<file path="src/rtl/dmem_lsu.sv">
// Load/store unit in front of a combinational-read, synchronous-write word RAM.
// Handles byte/halfword/word accesses, sub-word read-modify-write and error flagging.
//
// state  | meaning
// IDLE   | ready for a request; illegal requests go straight to RESP
// ACCESS | RAM addressed; load lane extracted or store word written
// RESP   | response held until rsp_ready_i
module dmem_lsu #(
    parameter int DEPTH = 128,
    parameter int ABITS = 32
) (
    input  logic             clk,
    input  logic             rst_n,
    input  logic             req_valid_i,
    output logic             req_ready_o,
    input  logic             req_we_i,
    input  logic [1:0]       req_size_i,
    input  logic             req_signed_i,
    input  logic [31:0]      req_addr_i,
    input  logic [31:0]      req_wdata_i,
    output logic             rsp_valid_o,
    input  logic             rsp_ready_i,
    output logic [31:0]      rsp_rdata_o,
    output logic             rsp_err_o,
    output logic             ram_we_o,
    output logic [ABITS-1:0] ram_adr_o,
    output logic [31:0]      ram_din_o,
    input  logic [31:0]      ram_dout_i
);
    typedef enum logic [1:0] {IDLE, ACCESS, RESP} state_e;

    state_e           state_q;
    logic             we_q;
    logic             signed_q;
    logic [1:0]       size_q;
    logic [1:0]       lane_q;
    logic [31:0]      wdata_q;
    logic             rsp_valid_q;
    logic             rsp_err_q;
    logic [31:0]      rsp_rdata_q;
    logic             ram_we_q;
    logic [ABITS-1:0] ram_adr_q;

    logic             illegal;
    logic [7:0]       byte_sel;
    logic [15:0]      half_sel;
    logic [31:0]      load_val;
    logic [31:0]      merged;

    always_comb begin
        illegal = 1'b0;
        case (req_size_i)
            2'b01:   illegal = req_addr_i[0];
            2'b10:   illegal = |req_addr_i[1:0];
            2'b11:   illegal = 1'b1;
            default: illegal = 1'b0;
        endcase
        if ({2'b00, req_addr_i[31:2]} >= 32'(DEPTH)) illegal = 1'b1;
    end

    always_comb begin
        case (lane_q)
            2'd0:    byte_sel = ram_dout_i[7:0];
            2'd1:    byte_sel = ram_dout_i[15:8];
            2'd2:    byte_sel = ram_dout_i[23:16];
            default: byte_sel = ram_dout_i[31:24];
        endcase
        half_sel = lane_q[1] ? ram_dout_i[31:16] : ram_dout_i[15:0];
        case (size_q)
            2'b00:   load_val = {{24{signed_q & byte_sel[7]}}, byte_sel};
            2'b01:   load_val = {{16{signed_q & half_sel[15]}}, half_sel};
            default: load_val = ram_dout_i;
        endcase
    end

    // Sub-word stores splice the new lane into the word currently in RAM.
    always_comb begin
        merged = ram_dout_i;
        case (size_q)
            2'b00: begin
                case (lane_q)
                    2'd0:    merged[7:0]   = wdata_q[7:0];
                    2'd1:    merged[15:8]  = wdata_q[7:0];
                    2'd2:    merged[23:16] = wdata_q[7:0];
                    default: merged[31:24] = wdata_q[7:0];
                endcase
            end
            2'b01: begin
                if (lane_q[1]) merged[31:16] = wdata_q[15:0];
                else           merged[15:0]  = wdata_q[15:0];
            end
            default: merged = wdata_q;
        endcase
    end

    always_ff @(posedge clk or negedge rst_n) begin
        if (!rst_n) begin
            state_q     <= IDLE;
            we_q        <= 1'b0;
            signed_q    <= 1'b0;
            size_q      <= 2'b00;
            lane_q      <= 2'b00;
            wdata_q     <= '0;
            rsp_valid_q <= 1'b0;
            rsp_err_q   <= 1'b0;
            rsp_rdata_q <= '0;
            ram_we_q    <= 1'b0;
            ram_adr_q   <= '0;
        end else begin
            ram_we_q <= 1'b0;
            case (state_q)
                IDLE: begin
                    if (req_valid_i) begin
                        if (illegal) begin
                            state_q     <= RESP;
                            rsp_valid_q <= 1'b1;
                            rsp_err_q   <= 1'b1;
                            rsp_rdata_q <= '0;
                        end else begin
                            state_q   <= ACCESS;
                            we_q      <= req_we_i;
                            size_q    <= req_size_i;
                            signed_q  <= req_signed_i;
                            lane_q    <= req_addr_i[1:0];
                            wdata_q   <= req_wdata_i;
                            ram_adr_q <= ABITS'(req_addr_i[31:2]);
                            ram_we_q  <= req_we_i;
                        end
                    end
                end
                ACCESS: begin
                    state_q     <= RESP;
                    rsp_valid_q <= 1'b1;
                    rsp_err_q   <= 1'b0;
                    rsp_rdata_q <= we_q ? 32'h0 : load_val;
                end
                RESP: begin
                    if (rsp_ready_i) begin
                        state_q     <= IDLE;
                        rsp_valid_q <= 1'b0;
                        rsp_err_q   <= 1'b0;
                        rsp_rdata_q <= '0;
                    end
                end
                default: state_q <= IDLE;
            endcase
        end
    end

    assign req_ready_o = (state_q == IDLE);
    assign rsp_valid_o = rsp_valid_q;
    assign rsp_err_o   = rsp_err_q;
    assign rsp_rdata_o = rsp_rdata_q;
    assign ram_we_o    = ram_we_q;
    assign ram_adr_o   = ram_adr_q;
    assign ram_din_o   = ram_we_q ? merged : 32'h0;
endmodule

</file>
<file path="config.mk">
export PLATFORM = sky130hd
export DESIGN_NAME = dmem_lsu
export DESIGN_NICKNAME = d
export VERILOG_FILES = /design/src/rtl/dmem_lsu.sv
export SDC_FILE = /design/constraint.sdc
export NUM_CORES = 1
export LEC_CHECK = 0
export BUFFER_PORTS_ARGS = -buffer_cell sky130_fd_sc_hd__buf_2
export CORE_MARGIN = 4
export CORE_UTILIZATION = 51
export CTS_BUF_LIST = sky130_fd_sc_hd__clkbuf_4
export DETAILED_ROUTE_END_ITERATION = 7
export PLACE_DENSITY = 0.86
export SKIP_LAST_GASP = 1
export SYNTH_ARGS = -nofsm -noshare
export SYNTH_HDL_FRONTEND = slang
export SYNTH_SLANG_ARGS = --single-unit
export TNS_END_PERCENT = 5
</file>
<file path="constraint.sdc">
create_clock -name clk -period 2.55 [get_ports clk]
set_input_delay 0.51 -clock clk [delete_from_list [all_inputs] [get_ports clk]]
set_output_delay 0.51 -clock clk [all_outputs]
set_load 0.05 [all_outputs]
</file>
==> impl_metrics.yaml <==
placed_design:
  dp_hpwl_mm: 13.5
  globalplace.congestion: 0.950
  dp_slack_ps: 125
  portBuffers: 201
  placed_cells: 846
routing:
  drc_errors: 0
  vias: 5250
  wirelength_mm: 17.8
  firstDrtPassIters: 6
  wl_per_cell_um: 20.2
  drtAntennaViolNets: 0
  detail_route.iter0.violations: 548
  vias_per_cell: 5.96
synth:
  synth_top_area_share_pct: 48.1
  async_flop_share_pct: 100
  syn_area_um2: 5470
  ys_ff_latch: 105
  synth_area_leaders: "dfrtp_1, mux2_2, nand2b_1, a22o_1, nand2_1"
  yosysSeqAreaShare_pct: 48.1
  synth_edf_count: 0
  ys.flop_type: "dfrtp_1"
  avgSynthCellArea_um2: 10.6
  yosys.area.top_type: "dfrtp_1"
  syn_inst: 518
  ys_types: 46
  yosys_warnings: 0
die:
  io-pin-count: 204
  rows: 37
  dieHeight_um: 112
  die_w_um: 112
  start_util_pct: 52.7
  core_um2: 10400
  fp.dieArea_um2: 12400
sta:
  fmax_mhz: 387
  fin_crit_sh_pct: 101
  fin_setup_tns_ps: -244
  slew_headroom_pct: 59.2
  min_period_ps: 2580
  tightest_slew_ps: 610
  rsz0062_at_grt: "true"
  skew_ps: 12.8
  drv_slew: 0
  fin_ws_ps: -32.6
  finalHoldViolCount: 0
  setup-violations-final: 14
final_layout:
  layout_common_cells: "buf_2, dfrtp_1, nand2_1"
  finalNetCount: 847
  drive_above_1_share_pct: 46.0
  fin_cells: 881
  fill_cells: 822
  multiInputGateArea_um2: 2790
  ff_latch_area_um2: 2630
  final_util_pct: 70.6
  layout_commonest_cell: "buf_2"
  area_growth_syn_to_layout_pct: 33.9
power:
  p_leak_nw: 3.73
  internal-power_w: 0.00217
  clockPowerShare_pct: 28.3
  swShare_pct: 31.3
  p_comb_share_pct: 17.7
  power.total_w: 0.00316
  p_sw_w: 0.000992
  pwr-share-seq_pct: 54.0
  power_density_nw_per_um2: 432
  ir_drop_uv: 340
global_routing:
  overflow: 0
  grt_usage_pct: 27.5
  grt_first_pass_wirelength_mm: 27.3
  grt_pass1_vias: 5221
  grt_max_degree: 49
  antenna_found_initial: 2
setup_path:
  r2r-start: "lane_q[1]$_DFFE_PN0P_"
  rr_worst_depth: 6
  end_kind: "output port"
  required_ps: 2040
  cp-startpoint: "size_q[0]$_DFFE_PN0P_"
  cp_max_fo: 5
  start_kind: "flip-flop"
  reg2reg_slack_ps: 260
  r2r_end: "rsp_rdata_o[12]$_DFFE_PN0P_"
  crit_type: "flip-flop to output port"
  cp_data_arrival_time_ps: 2070
run:
  cap_viol_max_count: 0
clocking:
  clk_pin_slew_ps: 170
  cts_buffers: 9
  clock_path_buffers: 2
  cts.sink_count: 105
  insertion_delay_ps: 460
  root_buffer: "clkbuf_4"
  h-tree-depth: 3
  cts_tree: "yes"
hold_path:
  hp-class: "input pin to async pin"
run_status:
  violations: "negative setup slack"
  outcome: "complete, but fails checks"
==> synthesized netlist by cell type, types with 3 or more instances <==
| cell | number |
|---|---|
| dfrtp_1 | 105 |
| nand2_1 | 51 |
| mux2_2 | 46 |
| nand2b_1 | 34 |
| o21ai_0 | 33 |
| nor2b_1 | 25 |
| a22o_1 | 24 |
| clkbuf_1 | 18 |
| nor2_1 | 17 |
| and2_1 | 16 |
| mux2i_1 | 16 |
| a22oi_1 | 14 |
| o221ai_1 | 14 |
| buf_2 | 13 |
| a21oi_1 | 11 |
| a221oi_1 | 9 |
| a21boi_0 | 8 |
| and3_1 | 8 |
| a2bb2oi_1 | 7 |
| inv_1 | 7 |
| o41ai_1 | 6 |
| nor4_1 | 5 |
| ha_1 | 4 |
| clkinv_1 | 3 |
==> cells by family after synthesis <==
family	count (synthesis)	share of synthesized area, %
flip-flops	105	48.1
adder cells (fa/ha/maj)	4	0.916
AO/OA/AOI/OAI	136	18.5
other	1	0.0686
buffers and inverters	45	3.68
multiplexers	63	12.8
AND/OR/NAND/NOR	164	16.0
==> sequential cells by signal (all words and copies together) (netlist names) <==
name	cells
state_q	2
wdata_q	32
ram_we_o	1
we_q	1
size_q	2
rsp_rdata_o	32
ram_adr_o	30
rsp_err_o	1
signed_q	1
lane_q	2
rsp_valid_o	1
==> power groups by stage <==
stage	logic (W)	clock network (W)	registers (W)
finish	0.000560	0.000895	0.00171
global route	0.000612	0.000980	0.00172
floorplan	0.000255	0	0.00179
global placement	0.000539	0	0.00174
CTS	0.000553	0.000895	0.00171
detailed placement	0.000551	0	0.00174
==> through the flow <==
| step | hold slack, ps | area (µm²) |
|---|---|---|
| 2_1_floorplan | 214 | 5470 |
| 3_3_place_gp | 453 | 6750 |
| 3_5_place_dp | 460 | 6750 |
| 4_1_cts | 38.8 | 6970 |
| 5_1_grt | 52.0 | 7320 |
| 6_report | 30.8 | 7320 |
==> metal layers <==
| layer | share of wire, % | track usage [%] | wire (µm) |
|---|---|---|---|
| met1 | 38 | 35.2 | 6820 |
| met2 | 46 | 44.1 | 8200 |
| met3 | 12 | 9.51 | 2190 |
| met4 | 3.1 | 9.08 | 555 |
| met5 | 0.090 | 0 | 16 |
==> worst max-delay path: stages, from the launching register on <==
cell	delay (ps)
dfrtp_1	490
or2_4	210
buf_4	130
nor2_4	40
nor2_2	140
buf_4	150
nand2_1	60
a21boi_2	170
buf_4	220
==> how the worst max path moves through the flow <==
stage / endpoint / slack (ps)
after CTS: ram_din_o[15] / -50
after global routing: ram_din_o[31] / -120
final: ram_din_o[5] / -30
after floorplan: ram_din_o[1] / -70
after detailed placement: wdata_q[23]$_DFFE_PN0P_ / 120
after global placement: ram_din_o[15] / 240
==> what timing repair did <==
action / CTS / global route
setup endpoints to repair: 32 / 32
hold buffers: 0 / 0
pin swaps: 0 / 9
gates cloned: 0 / 0
buffers inserted: 1 / 17
resized for setup: 25 / 76
==> cell type report <==
type	instances	share of cell area (%)
Clock inverter	7	1.06
Inverter	10	0.598
Multi-Input combinational cell	369	38.1
Timing Repair Buffer	244	21.0
Antenna cell	1	0.0342
Clock buffer	9	0.923
Tap cell	136	2.32
Sequential cell	105	35.9
(Power assumes the default switching activity.)
